[config.mk]
export PLATFORM = sky130hd
export DESIGN_NAME = skintone_result_packer_flat
export DESIGN_NICKNAME = d
export VERILOG_FILES = /design/src/rtl/skintone_pkg.sv /design/src/rtl/skintone_result_packer_if.sv /design/src/rtl/skintone_word_fifo.sv /design/src/rtl/skintone_result_packer.sv /design/src/flat_wrapper.sv
export SDC_FILE = /design/constraint.sdc
export NUM_CORES = 1
export LEC_CHECK = 0
export BUFFER_PORTS_ARGS = -buffer_cell sky130_fd_sc_hd__clkbuf_2
export CAP_MARGIN = 20
export CORE_MARGIN = 8
export CORE_UTILIZATION = 56
export DETAILED_ROUTE_END_ITERATION = 8
export GPL_TIMING_DRIVEN = 0
export PLACE_DENSITY = 0.81
export SLEW_MARGIN = 30
export SYNTH_ARGS = -nofsm -noshare
export SYNTH_HDL_FRONTEND = slang
export SYNTH_SLANG_ARGS = --single-unit
[constraint.sdc]
create_clock -name clk -period 16.53 [get_ports clk]
set_input_delay 0 -clock clk [delete_from_list [all_inputs] [get_ports clk]]
set_output_delay 0 -clock clk [all_outputs]
set_load 0.02 [all_outputs]
[src/rtl/skintone_pkg.sv]
// Shared widths, payload type and helpers for the skintone result path.
package skintone_pkg;
  localparam int PIXEL_W          = 24;
  localparam int RESULT_W         = 8;
  localparam int PACKED_W         = 32;
  localparam int KEEP_W           = 4;
  localparam int DATAPATH_LATENCY = 16;

  // Free entries needed to absorb every result already in the datapath
  // (four per word) plus one partially filled word.
  localparam int DEFAULT_ADMIT_THRESH = DATAPATH_LATENCY / 4 + 1;

  // 37-bit FIFO payload: data, keep, last.
  typedef struct packed {
    logic [PACKED_W-1:0] data;
    logic [KEEP_W-1:0]   keep;
    logic                last;
  } packed_word_t;

  // Keep mask covering lanes 0..idx inclusive.
  function automatic logic [KEEP_W-1:0] keep_mask(input logic [1:0] idx);
    logic [KEEP_W:0] m;
    m = (5'd2 << idx) - 5'd1;
    return m[KEEP_W-1:0];
  endfunction
endpackage

[src/rtl/skintone_result_packer_if.sv]
// Result input stream and packed output stream of the result packer.
interface skintone_result_packer_if;
  import skintone_pkg::*;

  logic [RESULT_W-1:0] result_datain;
  logic                result_datain_valid;
  logic                result_datain_last;
  logic                pack_ready;
  logic [PACKED_W-1:0] packed_dataout;
  logic [KEEP_W-1:0]   packed_dataout_keep;
  logic                packed_dataout_last;
  logic                packed_dataout_valid;
  logic                packed_dataout_ready;
  logic                overflow_err;

  // Environment side: feeds results, consumes packed words.
  modport master (
    output result_datain, result_datain_valid, result_datain_last,
           packed_dataout_ready,
    input  pack_ready, packed_dataout, packed_dataout_keep,
           packed_dataout_last, packed_dataout_valid, overflow_err
  );

  // Packer side.
  modport slave (
    input  result_datain, result_datain_valid, result_datain_last,
           packed_dataout_ready,
    output pack_ready, packed_dataout, packed_dataout_keep,
           packed_dataout_last, packed_dataout_valid, overflow_err
  );
endinterface

[src/rtl/skintone_word_fifo.sv]
// Synchronous FIFO of packed words. A push into a full FIFO is accepted
// only when a pop happens on the same edge; otherwise it is ignored.
module skintone_word_fifo
  import skintone_pkg::*;
#(
  parameter int DEPTH = 8,
  localparam int AW   = $clog2(DEPTH)
) (
  input  logic         clk,
  input  logic         rst,
  input  logic         push_i,
  input  logic         pop_i,
  input  packed_word_t wdata_i,
  output packed_word_t rdata_o,
  output logic [AW:0]  count_o,
  output logic         full_o,
  output logic         empty_o
);
  localparam logic [AW-1:0] PTR_ONE = AW'(1);

  packed_word_t    mem_q [DEPTH];
  logic [AW-1:0]   wr_ptr_q, rd_ptr_q;
  logic [AW:0]     count_q;
  logic            do_push, do_pop;

  assign empty_o = (count_q == '0);
  assign full_o  = (count_q == (AW+1)'(DEPTH));
  assign count_o = count_q;
  assign rdata_o = mem_q[rd_ptr_q];
  assign do_pop  = pop_i && !empty_o;
  assign do_push = push_i && (!full_o || do_pop);

  // Storage write; contents need no reset since empty gates the output.
  always_ff @(posedge clk) begin
    if (do_push) mem_q[wr_ptr_q] <= wdata_i;
  end

  // Pointers and occupancy; pointers wrap naturally at power-of-two depth.
  always_ff @(posedge clk) begin
    if (rst) begin
      wr_ptr_q <= '0;
      rd_ptr_q <= '0;
      count_q  <= '0;
    end else begin
      if (do_push) wr_ptr_q <= wr_ptr_q + PTR_ONE;
      if (do_pop)  rd_ptr_q <= rd_ptr_q + PTR_ONE;
      count_q <= count_q + (AW+1)'(do_push) - (AW+1)'(do_pop);
    end
  end
endmodule

[src/rtl/skintone_result_packer.sv]
// Packs 8-bit skintone results into 32-bit words, queues them in a FIFO,
// and throttles upstream admission on free FIFO space.
module skintone_result_packer
  import skintone_pkg::*;
#(
  parameter int FIFO_DEPTH   = 8,
  parameter int ADMIT_THRESH = DEFAULT_ADMIT_THRESH
) (
  input  logic                     clk,
  input  logic                     rst,
  skintone_result_packer_if.slave  bus
);
  localparam int CW = $clog2(FIFO_DEPTH) + 1;

  logic [1:0]          byte_idx_q, byte_idx_d;
  logic [PACKED_W-1:0] partial_q, partial_d;
  logic                ovf_q, ovf_d;
  logic [PACKED_W-1:0] lane_data;
  packed_word_t        push_word, head;
  logic                push, pop, full, empty;
  logic [CW-1:0]       count, free;

  skintone_word_fifo #(.DEPTH(FIFO_DEPTH)) u_fifo (
    .clk     (clk),
    .rst     (rst),
    .push_i  (push),
    .pop_i   (pop),
    .wdata_i (push_word),
    .rdata_o (head),
    .count_o (count),
    .full_o  (full),
    .empty_o (empty)
  );

  // Lane placement and push decision for the incoming byte.
  always_comb begin
    byte_idx_d = byte_idx_q;
    partial_d  = partial_q;
    push       = 1'b0;
    push_word  = '0;
    lane_data  = partial_q;
    lane_data[{byte_idx_q, 3'b000} +: RESULT_W] = bus.result_datain;
    if (bus.result_datain_valid) begin
      if (byte_idx_q == 2'd3 || bus.result_datain_last) begin
        push           = 1'b1;
        push_word.data = lane_data;
        push_word.keep = keep_mask(byte_idx_q);
        push_word.last = bus.result_datain_last;
        partial_d      = '0;
        byte_idx_d     = '0;
      end else begin
        partial_d  = lane_data;
        byte_idx_d = byte_idx_q + 2'd1;
      end
    end
  end

  assign pop   = !empty && bus.packed_dataout_ready;
  assign ovf_d = ovf_q | (push && full && !pop);
  assign free  = CW'(FIFO_DEPTH) - count;

  assign bus.pack_ready           = (free >= CW'(ADMIT_THRESH));
  assign bus.packed_dataout_valid = !empty;
  assign bus.packed_dataout       = empty ? '0 : head.data;
  assign bus.packed_dataout_keep  = empty ? '0 : head.keep;
  assign bus.packed_dataout_last  = empty ? 1'b0 : head.last;
  assign bus.overflow_err         = ovf_q;

  // Partial-word, lane index and sticky overflow state.
  always_ff @(posedge clk) begin
    if (rst) begin
      byte_idx_q <= '0;
      partial_q  <= '0;
      ovf_q      <= 1'b0;
    end else begin
      byte_idx_q <= byte_idx_d;
      partial_q  <= partial_d;
      ovf_q      <= ovf_d;
    end
  end
endmodule

[src/flat_wrapper.sv]
// flat-port wrapper written by rule: the top's interface ports become plain ports
module skintone_result_packer_flat import skintone_pkg::*;
#(
  parameter int FIFO_DEPTH   = 8,
  parameter int ADMIT_THRESH = DEFAULT_ADMIT_THRESH
)
  (clk, rst, bus_result_datain, bus_result_datain_valid, bus_result_datain_last, bus_packed_dataout_ready, bus_pack_ready, bus_packed_dataout, bus_packed_dataout_keep, bus_packed_dataout_last, bus_packed_dataout_valid, bus_overflow_err);
  skintone_result_packer_if bus_i ();
  input  logic clk;
  input  logic rst;
  input wire logic [$bits(bus_i.result_datain)-1:0] bus_result_datain;
  input wire logic [$bits(bus_i.result_datain_valid)-1:0] bus_result_datain_valid;
  input wire logic [$bits(bus_i.result_datain_last)-1:0] bus_result_datain_last;
  input wire logic [$bits(bus_i.packed_dataout_ready)-1:0] bus_packed_dataout_ready;
  output wire logic [$bits(bus_i.pack_ready)-1:0] bus_pack_ready;
  output wire logic [$bits(bus_i.packed_dataout)-1:0] bus_packed_dataout;
  output wire logic [$bits(bus_i.packed_dataout_keep)-1:0] bus_packed_dataout_keep;
  output wire logic [$bits(bus_i.packed_dataout_last)-1:0] bus_packed_dataout_last;
  output wire logic [$bits(bus_i.packed_dataout_valid)-1:0] bus_packed_dataout_valid;
  output wire logic [$bits(bus_i.overflow_err)-1:0] bus_overflow_err;
  assign bus_i.result_datain = bus_result_datain;
  assign bus_i.result_datain_valid = bus_result_datain_valid;
  assign bus_i.result_datain_last = bus_result_datain_last;
  assign bus_i.packed_dataout_ready = bus_packed_dataout_ready;
  assign bus_pack_ready = bus_i.pack_ready;
  assign bus_packed_dataout = bus_i.packed_dataout;
  assign bus_packed_dataout_keep = bus_i.packed_dataout_keep;
  assign bus_packed_dataout_last = bus_i.packed_dataout_last;
  assign bus_packed_dataout_valid = bus_i.packed_dataout_valid;
  assign bus_overflow_err = bus_i.overflow_err;
  skintone_result_packer #(.FIFO_DEPTH(FIFO_DEPTH), .ADMIT_THRESH(ADMIT_THRESH)) u_core (.clk(clk), .rst(rst), .bus(bus_i));
endmodule
==> results summary, run 1 <==
The proportion of netlist area held by the largest area contributor is between 60% and 70%. The static leakage is ~5.4 nW. Of the total synthesized cell area, the portion taken by full adders, half adders and majority gates is 1.51%. The post-synthesis async set-or-reset flop share is 0%. The fill cell total of the finished layout came out at ~1.6k. The share of total power in the clock network is 33.2%. The maximum number of pins on one net before global-route repair came out at 15.

The internal power of the cells totals roughly 1.6 mW. The XOR/XNOR share of the synthesized area is less than 1%. After detailed routing, the number of remaining DRC violations is 0. The synthesized area per cell came out at ~18 um^2.

The floorplan die area came out at between 20000 and 30000 um^2. Leaving out fill and tap cells, the most frequent cell in the layout is sky130_fd_sc_hd__edfxtp_1. 53 I/O pins were placed. The row count came out at 57. Across the run, the number of max-cap violations was 0. Registers are responsible for 44.5% of the overall power. The area growth from synthesis to layout is 15.8%. The detailed router's first-iteration violation count is 886.

The clock period minus final worst setup slack is between 3000 and 4000 ps. Data on the critical path arrives at its endpoint at between 3000 and 4000 ps. The slowest cell on the critical path is sky130_fd_sc_hd__nor4b_2. The count of buffers added by post-CTS timing repair for setup came out at 0.

The deepest level of the CTS H-tree came out at 2. The simple-gate share of the synthesized area came out at approximately 5%. STA classifies the critical path startpoint as a flop. The number of antenna-violating nets in the routed design came out at 0. The weighted congestion at the end of routability-driven global placement came out at slightly below 0.8.

The top cell types in the final layout, fill and taps aside, are sky130_fd_sc_hd__edfxtp_1, sky130_fd_sc_hd__mux4_2, sky130_fd_sc_hd__buf_2. The number of global-route vias before repair came out at about 7.8k. The first global-routing pass estimated 45.8 mm of wire. For the worst setup path, the data required time is ~17000 ps.

The mapped cell area is ~14000 um^2. The count of buffers added on input and output ports is 43. The number of iterations in the first detailed-routing pass is 5.

The post-synthesis register bit count is between 300 and 400. The timing-limited maximum frequency is approximately 290 MHz. For the worst-skew pair, the clock arrives at the later sink with an insertion delay of a little over 500 ps. The number of hold violations in the final report came out at 0. The number of clock sinks seen by CTS came out at between 300 and 400.

The number of warning messages in the yosys log is 0. The initial antenna violation count came out at 0. The number of nets in the synthesized netlist is roughly 780. Detailed placement ended at an HPWL of between 15 and 20 mm. The via count is ~7.7k.

The placed cell area came out at between 10000 and 15000 um^2. The layout cell share with drive strength beyond 1 came out at a little under a third. The peak fanout along the critical path is 11. The post-cts sizing count is 0. The die outline width came out at approximately 170 um. For this run, the share of the core covered by cells in the final layout is around 66%.

In this run the tightest slew margin relative to its limit is between 40% and 50%. Global routing used 19.8% of the available tracks. STA classifies the critical path endpoint as a flop. The largest family of logic cells by synthesized area is multiplexers.

The dominant register cell in the synthesized netlist is sky130_fd_sc_hd__edfxtp_1. After synthesis, the netlist uses 48 different library cells. Setup repair after global routing left no endpoint under its margin. The clock root buffer is sky130_fd_sc_hd__clkbuf_16. The net switching power is 0.607 mW. The max-slew violation count came out at 0. The path class of the lowest-slack min-delay path is in -> reg. The detailed-route wire length per cell is 23.9 um.

The number of hold buffers added after cts came out at 10. For this design the ratio of total power to cell area is 137 nW/um^2. The final number of setup-violating endpoints came out at 0. The switching part of the total came out at 27.8%. The height of the die is between 150 and 200 um. The maximum resistive drop on vdd came out at around 0.10 mV. Buffers inserted during clock tree synthesis total 35. The number of buffers and inverters on the critical path is 6. The combinational group share of total power is approximately 22%.

The complex-gate fraction of the synthesized area came out at 6.89%. The worst setup path is of the reg -> reg kind. Synthesis produced 752 cells. The mux share of post-synthesis cell area came out at between 10% and 20%. The most common cell type on the critical path is sky130_fd_sc_hd__buf_2. The dominant delay contributor by cell family on the critical path is buffers and inverters.

The cell type contributing the most total cell area after synthesis is sky130_fd_sc_hd__edfxtp_1. The overflow left after global routing is 0. Yosys attributes the largest share of cell area to sky130_fd_sc_hd__edfxtp_1, sky130_fd_sc_hd__mux4_2, sky130_fd_sc_hd__dfxtp_1. The number of nets in the layout came out at 936. The TritonCTS clock tree is done. 0 antenna diodes ended up in the layout. The average via count per standard cell is around 6.1. Once layout is done, the placed cells without fillers occupy about 16000 um^2. The initial utilization of the core area, before any placement, comes to 56.8%. The core box area came out at between 20000 and 25000 um^2. The flow ran to the end, and the final reports show no timing, DRC or antenna violations.

In this run the deepest clock path goes through 3 buffers. The finished layout holds around 1.3k standard cells, fillers aside. At the pin with the least slew margin, the transition time is 832 ps.

Clock-pin slew was measured on the worst setup and hold paths at 60 ps. The synthesized design contains roughly 300 enable-type register cells. The number of placed instances, taps included, is roughly 1.2k. Walking the worst path, the cells encountered are ha_1 > buf_2 > o21ai_0 > a21o_1 > buf_2 > nor4b_2 > buf_4 > buf_2 > buf_2 > buf_4. The aggregate routed wire length is between 30 and 40 mm.

The clock skew after layout is approximately 22 ps. After synthesis, flip-flops and latches occupy a little under three quarters of the total area. The peak per-stage delay on the critical path came out at 680 ps.

In this run the register-to-register setup slack is 13110 ps. The setup total negative slack came out at 0 ps. The post-route fraction of the period consumed by the critical path came out at 20.7%.
## final timing paths
check | end | from | depth (start not counted)
worst max register to register | u_core.u_fifo.mem_q[5][16] | u_core.byte_idx_q[0] | 10
worst min register to register | u_core.partial_q[18] | u_core.partial_q[18] | 1
worst min-delay path | u_core.byte_idx_q[0] | bus_result_datain_valid | 4
worst max-delay path | u_core.u_fifo.mem_q[5][16] | u_core.byte_idx_q[0] | 10
## cells by family (layout without fill, tap and decap cells)
| group | count (synthesis) | count (layout) |
|---|---|---|
| DFF | 344 | 344 |
| AOI/OAI and AO/OA | 124 | 124 |
| and+or+nand+nor | 118 | 118 |
| muxes | 79 | 79 |
| buffers and inverters | 68 | 248 |
| adders and majority gates | 16 | 16 |
| xor gates and xnor gates | 3 | 3 |
## per-layer routing
metal	GRT usage, %	routed length (um)
met5	0	0
met4	5.03	420
met3	3.81	2110
met2	31.3	14600
met1	28.1	12900
## state kept, by name, indices dropped and copies added (netlist names), named ones only
name                     flops
u_core.u_fifo.mem_q        296
u_core.byte_idx_q            2
u_core.u_fifo.count_o        4
u_core.bus.overflow_err      1
u_core.u_fifo.wr_ptr_q       3
u_core.partial_q            32
u_core.u_fifo.rd_ptr_q       3
## cell usage after synthesis (3+ instances only)
cell / number
sky130_fd_sc_hd__o21ai_0: 5
sky130_fd_sc_hd__mux2_2: 3
sky130_fd_sc_hd__buf_2: 25
sky130_fd_sc_hd__ha_1: 15
sky130_fd_sc_hd__mux4_2: 74
sky130_fd_sc_hd__nor4b_1: 4
sky130_fd_sc_hd__buf_6: 5
sky130_fd_sc_hd__edfxtp_1: 296
sky130_fd_sc_hd__inv_1: 12
sky130_fd_sc_hd__buf_1: 5
sky130_fd_sc_hd__dfxtp_1: 48
sky130_fd_sc_hd__a32o_1: 28
sky130_fd_sc_hd__nor3_1: 3
sky130_fd_sc_hd__a21oi_1: 38
sky130_fd_sc_hd__nor2_1: 48
sky130_fd_sc_hd__nor4bb_1: 4
sky130_fd_sc_hd__nor2b_1: 39
sky130_fd_sc_hd__nand2b_1: 3
sky130_fd_sc_hd__a22o_1: 39
sky130_fd_sc_hd__clkbuf_1: 12
sky130_fd_sc_hd__buf_4: 7
sky130_fd_sc_hd__or3_1: 3
## per-stage QoR
| step | power, mW | setup slack [ps] | hold slack, ps |
|---|---|---|---|
| floorplan | 1.33 | 10840 | 186 |
| global placement | 1.47 | 6710 | 351 |
| detailed placement | 1.48 | 13160 | 360 |
| CTS | 2.20 | 13130 | 39.2 |
| global route | 2.27 | 12890 | 93.3 |
| finish | 2.18 | 13110 | 64.8 |
## power groups by stage
stage	registers, mW	logic (mW)	clock network, mW
floorplan	0.987	0.342	0
global placement	0.991	0.478	0
detailed placement	0.989	0.490	0
CTS	0.970	0.495	0.736
global route	0.973	0.524	0.770
finish	0.971	0.487	0.725
## final cells by class
class / instances / area (um^2) / area share (%)
plain buffers: 55 / 303 / 1.90
clock buffers: 47 / 941 / 5.90
clock inverters: 15 / 101 / 0.635
inverters: 13 / 48.8 / 0.306
multi-input cells: 340 / 3620 / 22.7
flip-flops and latches: 344 / 9850 / 61.7
well taps: 324 / 405 / 2.54
repair buffers: 118 / 683 / 4.28
## worst min-delay path, cell delays in order
cell	delay, ps
sky130_fd_sc_hd__clkbuf_2	120
sky130_fd_sc_hd__buf_2	190
sky130_fd_sc_hd__mux2i_1	140
sky130_fd_sc_hd__nor2_1	80
Note: power is estimated with default switching activity, not from simulation.
==> run 2, diff against run 1 <==
==> constraint.sdc (replaced) <==
create_clock -name clk -period 3.4 [get_ports clk]
set_input_delay 0 -clock clk [delete_from_list [all_inputs] [get_ports clk]]
set_output_delay 0 -clock clk [all_outputs]
set_load 0.02 [all_outputs]
==> run 2 against run 1 <==
Against the previous run: fmax grew 8.9%; die area stayed put; via count shrank 0.83%; sequential share of layout area down 0.43 points; final cell count down 2.0%; critical path depth down 1; sequential power increased to 4.9 times the previous value; combinational power grew to 4.9 times the previous value; critical endpoint is now u_core.u_fifo.mem_q[2][17]; largest power group unchanged.
==> results summary, run 2 (synthesized netlist as in run 1, its figures left out) <==
The flow ran to the end, and the final reports show no timing, DRC or antenna violations. The share of total power in the clock network came out at 34.7% (+1.5 points). The maximum resistive drop on vdd came out at 0.518 mV (+400%). The setup total negative slack is 0 ps (unchanged). The overflow left after global routing was 0 (unchanged). The number of global-route vias before repair is 8011 (+3.2%). The peak per-stage delay on the critical path is 590 ps (-90 ps).

By startpoint and endpoint, the worst setup path is classified as reg -> reg. TritonCTS built the clock tree. The clock period minus final worst setup slack is 3150 ps (-279 ps).

The total global-route track usage is 20.8% (+0.98 points). The aggregate routed wire length is 31.0 mm (+3.1%). The number of inserted diodes is 0 (unchanged). The peak fanout along the critical path is 11 (unchanged). The clock buffer count from CTS is 35 (unchanged). The number of antenna-violating nets in the routed design is 0 (unchanged). The height of the die is 173 um (unchanged).

The HPWL reported at the end of detailed placement came out at 19.7 mm (-0.86%). The fraction of the core area covered by cells at the end of the flow is 66.3% (+0.46 points). The final number of setup-violating endpoints came out at 0 (unchanged). The cell count after placement is 1158 (-2.2%). The arrival time at the worst endpoint is 3360 ps (-280 ps).

The detailed-route wire length per cell was 25.2 um (+5.2%). The sum of buffers and inverters on the critical path is 5 (-1). The buffer depth of the longest clock path came out at 3 (unchanged). The sum of internal, switching and leakage power is 10.9 mW (+400%).

The worst path required time came out at 3620 ps (-13120 ps). The cell-internal power came out at 7.90 mW (+400%). The floorplan die area is 29900 um^2 (unchanged). The die outline width is 173 um (unchanged). The worst max-slew margin expressed relative to the limit came out at 47.7% (+3.2 points). The average via count per standard cell is 6.20 (+1.2%). STA classifies the critical path endpoint as a flop. The number of buffer cells added on primary ports was 43 (unchanged). The pin slew with the least headroom to its limit came out at 779 ps (-53.4 ps). The post-placement worst setup slack is 274 ps (-12890 ps). The slack of the critical path came out at 255 ps (-12850 ps). The post-cts sizing count came out at 0 (unchanged).

STA classifies the critical path startpoint as a flop. The switching part of the total is 27.4% (-0.45 points). The area growth from synthesis to final layout came out at 16.6%. The deepest level of the CTS H-tree is 2 (unchanged).

The number of clock sinks seen by CTS came out at 344 (unchanged). Setup repair after global routing left no endpoint under its margin. In this run the worst hold path is classified as in -> reg. On the critical path the largest part of the delay comes from buffers and inverters. The most common library cell in the layout ignoring fill and taps is sky130_fd_sc_hd__edfxtp_1.

The clock root buffer is sky130_fd_sc_hd__clkbuf_16. The top cell types in the final layout, fill and taps aside, are sky130_fd_sc_hd__edfxtp_1, sky130_fd_sc_hd__mux4_2, sky130_fd_sc_hd__nor2_1, sky130_fd_sc_hd__dfxtp_1, sky130_fd_sc_hd__clkbuf_2. The fill cell total of the finished layout is 1612 (+0.25%). The power share of the sequential group was 43.4% (-1.1 points). The clock transition time at the flip-flop clock pins of the worst setup and hold paths came out at 60 ps (about the same). Traced cell by cell, the critical path runs through ha_1 > buf_2 > o21ai_0 > a21o_1 > buf_2 > nor4b_4 > buf_4 > buf_6 > buf_4. The combinational group share of total power came out at 21.8% (-0.5 points). The largest individual stage delay along the critical path comes from the cell sky130_fd_sc_hd__nor4b_4. The worst slack on hold paths came out at 61.0 ps (-3.88 ps). The flip-flop count of the largest register after layout came out at 296 (unchanged). The timing-limited maximum frequency is 318 MHz (+8.9%). The via count is 7637 (-0.83%). The placed cell area is 14800 um^2 (+0.13%). The total DRC errors in the routed layout is 0 (unchanged). The filler-free cell count of the finished design came to 1231 (-2.0%). The number of iterations in the first detailed-routing pass was 5 (unchanged). The detailed router's first-iteration violation count came to 733 (-17%). The boundary pin count was 53 (unchanged). The net switching power is 2.97 mW (+390%). The weighted congestion at the end of routability-driven global placement is 0.814 (+3.7%). The max-slew violation count is 0 (unchanged). The cell area power density is 677 nW/um^2 (+390%). The effective utilization at floorplan is 56.8% (unchanged). The clock latency reported for the late side of the worst-skew pair came out at 510 ps (about the same). The number of hold violations in the final report came out at 0 (unchanged). The number of nets in the layout came to 910 (-2.8%). The total of max-cap violations came out at 0 (unchanged). The first-pass GRT wire length is 47.8 mm (+4.4%). The static leakage is 5.35 nW (-1.6%).

The clock skew after layout came out at 11.1 ps (-11.1 ps). More flip-flops sit in one register than any other, and that register is u_core.u_fifo.mem_q. The core box area came out at 24200 um^2 (unchanged). The final instance area is 16100 um^2 (+0.71%).

The row count is 57 (unchanged). The post-route fraction of the period consumed by the critical path came to 92.5% (+72 points). The layout cell share with drive strength beyond 1 came out at 29.1% (-1.8 points).

The maximum number of pins on one net before global-route repair is 15 (unchanged). The initial antenna violation count was 0 (unchanged).
-- run 2: changes by cell type in the layout (fill, tap and decap cells not counted), moves of 2 or more --
| cell | delta |
|---|---|
| sky130_fd_sc_hd__nor4_4 | +2 |
| sky130_fd_sc_hd__nor4b_2 | -4 |
| sky130_fd_sc_hd__buf_4 | +11 |
| sky130_fd_sc_hd__clkbuf_16 | +2 |
| sky130_fd_sc_hd__buf_2 | -48 |
| sky130_fd_sc_hd__nor4_2 | -2 |
| sky130_fd_sc_hd__nor4b_4 | +4 |
| sky130_fd_sc_hd__clkbuf_8 | +3 |
| sky130_fd_sc_hd__buf_6 | +11 |
| sky130_fd_sc_hd__clkinv_2 | -4 |
-- run 2: final timing paths --
kind,start,to,slack [ps],cells past startpoint
setup / recovery,u_core.byte_idx_q[0],u_core.u_fifo.mem_q[2][17],250,9
setup reg to reg,u_core.byte_idx_q[0],u_core.u_fifo.mem_q[2][17],250,9
hold / removal,bus_result_datain[6],u_core.partial_q[22],60,4
hold reg to reg,u_core.partial_q[4],u_core.partial_q[4],460,1
-- run 2: layout make-up --
type / count / area (um^2) / area share (%)
Sequential cell: 344 / 9850 / 61.3
Clock buffer: 51 / 1030 / 6.40
Multi-Input combinational cell: 340 / 3670 / 22.9
Inverter: 13 / 48.8 / 0.304
Buffer: 55 / 303 / 1.88
Clock inverter: 12 / 108 / 0.670
Tap cell: 324 / 405 / 2.52
Timing Repair Buffer: 92 / 649 / 4.04
-- run 2: tightest hold or removal path, stage by stage --
cell	delay, ps
sky130_fd_sc_hd__clkbuf_2	150
sky130_fd_sc_hd__nor4bb_1	180
sky130_fd_sc_hd__a22oi_1	140
sky130_fd_sc_hd__nor2_1	50
-- run 2: power by group through the flow --
stage	clock network, mW	logic (mW)	registers, mW
2_1_floorplan	0	1.67	4.79
3_3_place_gp	0	2.32	4.81
3_5_place_dp	0	2.39	4.81
4_1_cts	3.81	2.42	4.72
5_1_grt	3.98	2.55	4.73
6_report	3.78	2.37	4.72
-- run 2: timing repair --
item	CTS	global route
hold endpoints to repair	38	0
setup buffers	0	0
hold buffers	10	0
-- run 2: layer usage --
metal  vias up  GRT usage, %  part of all wire, %
met4         0          6.90                  2.5
li1       3302             -                    -
met5         -             0                    0
met1      3951          27.3                   40
met2       319          34.7                   51
met3        65          3.81                  6.5
==> run 3, diff against run 2 <==
--- a/config.mk
+++ b/config.mk
@@ -7,8 +7,10 @@
 export LEC_CHECK = 0
 export BUFFER_PORTS_ARGS = -buffer_cell sky130_fd_sc_hd__clkbuf_2
 export CAP_MARGIN = 20
+export CORE_ASPECT_RATIO = 0.8
 export CORE_MARGIN = 8
 export CORE_UTILIZATION = 56
+export CTS_BUF_LIST = sky130_fd_sc_hd__clkbuf_4 sky130_fd_sc_hd__clkbuf_8
 export DETAILED_ROUTE_END_ITERATION = 8
 export GPL_TIMING_DRIVEN = 0
 export PLACE_DENSITY = 0.81
==> run 3 against run 2 <==
Against the previous run: register-to-register slack barely moved; die area rose by 0.10%; total power fell by 4.5%; flip-flop and latch count did not move; sequential share of layout area rose by 0.53 points.
==> results summary, run 3 (synthesized netlist as in run 1, its figures left out) <==
The critical register-to-register path startpoint is u_core.byte_idx_q[0]. Among cell families on the critical path, the largest total delay comes from buffers and inverters. The height of the die came to 156 um (-9.6%). The most common library cell in the layout ignoring fill and taps is sky130_fd_sc_hd__edfxtp_1. The critical path is of the reg -> out type. The cell area power density is 652 nW/um^2 (-3.6%). The fill cell total of the finished layout came out at 1631 (+1.2%). The peak fanout along the critical path is 10 (-1). The final number of setup-violating endpoints is 0 (unchanged). Following the worst setup path forward leads to its endpoint at bus_packed_dataout[4]. The worst max-slew margin expressed relative to the limit is 44.1% (-3.6 points). Tracing the worst setup path back leads to its startpoint at u_core.u_fifo.count_o[2]. The area growth from synthesis to final layout came out at 15.6%. The timing-limited maximum frequency came out at 313 MHz (-1.6%). The endpoint type of the worst setup path is an output pin. The overflow left after global routing came out at 0 (unchanged). The number of hold violations in the final report is 0 (unchanged). The average via count per standard cell was 6.13 (-1.2%). The initial antenna violation count came out at 0 (unchanged). The detailed router's first-iteration violation count came out at 903 (+23%). The deepest level of the CTS H-tree is 2 (unchanged).

The post-cts sizing count came out at 0 (unchanged). The detailed-route wire length per cell came to 24.4 um (-2.8%). The number of hold buffers added after cts is 12 (+2). The boundary pin count is 53 (unchanged).

The aggregate routed wire length came out at 30.8 mm (-0.70%). The post-placement worst setup slack was 227 ps (-46.9 ps). The clock skew after layout is 15.2 ps (+4.15 ps). The flip-flop count of the largest register after layout is 296 (unchanged). The cell count after placement is 1154 (-0.35%). Leaving out fill and tap cells, the most frequent cells in the layout are sky130_fd_sc_hd__edfxtp_1, sky130_fd_sc_hd__mux4_2, sky130_fd_sc_hd__clkbuf_8. The count of buffers added by post-CTS timing repair for setup came out at 0 (unchanged). The clock latency reported for the late side of the worst-skew pair is 560 ps (+50 ps).

The number of cell instances on the worst register-to-register path is 8 (-1). The register with the highest flop count is u_core.u_fifo.mem_q. The clock transition time at the flip-flop clock pins of the worst setup and hold paths came to 60 ps (about the same). The post-route fraction of the period consumed by the critical path came out at 94.0% (+1.5 points). The peak per-stage delay on the critical path came out at 650 ps (+60 ps). The effective utilization at floorplan is 56.8% (unchanged). Setup repair after global routing left no endpoint under its margin. The maximum resistive drop on vdd came to 0.336 mV (-35%). The clock period minus final worst setup slack came out at 3200 ps (+49.8 ps). The number of nets in the layout is 929 (+2.1%). The run finished with clean final reports. The number of antenna-violating nets in the routed design is 0 (unchanged). The slowest cell on the critical path is sky130_fd_sc_hd__clkbuf_1. The weighted congestion at the end of routability-driven global placement is 0.800 (-1.8%). The arrival time at the worst endpoint came out at 3200 ps (-160 ps). The via count came out at 7711 (+0.97%). The maximum number of pins on one net before global-route repair is 13 (-2). Clock tree synthesis selected as its root buffer the cell sky130_fd_sc_hd__clkbuf_8. The number of clock sinks seen by CTS is 344 (unchanged).

The static leakage is 5.34 nW (about the same). The worst path required time came out at 3400 ps (-220 ps). The filler-free cell count of the finished design came to 1258 (+2.2%).

The die outline width is 191 um (+11%). The sum of buffers and inverters on the critical path came out at 3 (-2). The row count is 51 (-11%). The cell count along the critical path is 7 (-2). The number of iterations in the first detailed-routing pass came out at 6 (+1).

The clock buffer count from CTS is 50 (+43%). The slack of the critical path is 205 ps (-49.8 ps). The number of global-route vias before repair is 7816 (-2.4%). The endpoint of the worst register-to-register path is u_core.u_fifo.mem_q[2][23]. The core box area is 24200 um^2 (unchanged).

The floorplan die area is 29900 um^2 (+0.10%). The total DRC errors in the routed layout is 0 (unchanged). Traced cell by cell, the critical path runs through inv_1 > ha_1 > nor3b_4 > nor2_2 > clkbuf_1 > a22o_1 > clkbuf_2. The kind of start point of the critical path is a flop. The layout cell share with drive strength beyond 1 is 31.9% (+2.8 points). The max-slew violation count came out at 0 (unchanged).

The number of buffer cells added on primary ports is 43 (unchanged). The total of max-cap violations is 0 (unchanged). The first-pass GRT wire length is 47.1 mm (-1.4%). The total global-route track usage came out at 20.9% (+0.11 points). The path class of the lowest-slack min-delay path is in -> reg. The sum of internal, switching and leakage power is 10.4 mW (-4.5%).

The number of inserted diodes came out at 0 (unchanged). The pin slew with the least headroom to its limit is 838 ps (+59.8 ps). The internal reg-to-reg setup slack is 240 ps (about the same). The TritonCTS clock tree is done. The buffer depth of the longest clock path came to 3 (unchanged).

The HPWL reported at the end of detailed placement came to 20.6 mm (+4.6%).
[run 3: changes by cell type in the layout (fill, tap and decap cells not counted), moves of 6 or more]
cell	before	now
sky130_fd_sc_hd__clkbuf_8	5	54
sky130_fd_sc_hd__clkbuf_16	37	0
sky130_fd_sc_hd__clkbuf_4	0	27
sky130_fd_sc_hd__clkbuf_1	21	12
sky130_fd_sc_hd__buf_4	35	43
sky130_fd_sc_hd__buf_6	16	10
[run 3: metal layers]
layer	GRT usage, %	share of wire [%]	up-vias
li1	-	-	3344
met1	29.1	42	3955
met2	33.7	49	352
met3	3.56	7.4	60
met4	5.78	2.1	0
met5	0	0	-
[run 3: worst min path at each step]
stage,startpoint,endpoint,slack (ps),cells after the start
detailed placement,bus_packed_dataout_ready,flop,360,3
global placement,bus_packed_dataout_ready,u_core.u_fifo.rd_ptr_q[1],350,3
CTS,bus_packed_dataout_ready,flop,320,4
finish,bus_packed_dataout_ready,u_core.u_fifo.rd_ptr_q[1],370,4
global route,bus_packed_dataout_ready,u_core.u_fifo.rd_ptr_q[1],360,4
floorplan,bus_packed_dataout_ready,flop,190,2
[run 3: worst register-to-register path, delay by kind of cell, from the launching register on]
kind / cells / cell delay, ps
compound gates: 2 / 380
fa+ha+maj: 1 / 220
buf+inv: 4 / 1030
flops: 1 / 530
simple gates: 1 / 680
[run 3: stage by stage]
step / cell area (um^2) / utilization, % / TNS, ps / hold WS [ps]
finish: 15900 / 65.7 / 0 / 368
global route: 15900 / 65.7 / 0 / 361
CTS: 15900 / 65.7 / 0 / 320
detailed placement: 14800 / 61.1 / 0 / 362
global placement: 14400 / 59.5 / -859540 / 351
floorplan: 13800 / - / -161920 / 186
[run 3: power breakdown]
group | switching [mW] | internal (mW) | leakage, nW
sequential | 0.0604 | 4.66 | 3.02
combinational | 1.44 | 0.993 | 1.79
clock | 1.48 | 1.75 | 0.533
[run 3: final cells by class]
cell class	count	area [um^2]	share of cell area, %
Inverter	13	48.8	0.306
Multi-Input combinational cell	340	3670	23.1
Tap cell	318	398	2.50
Clock inverter	11	47.5	0.299
Timing Repair Buffer	96	662	4.16
Clock buffer	81	946	5.94
Buffer	55	303	1.90
Sequential cell	344	9850	61.8
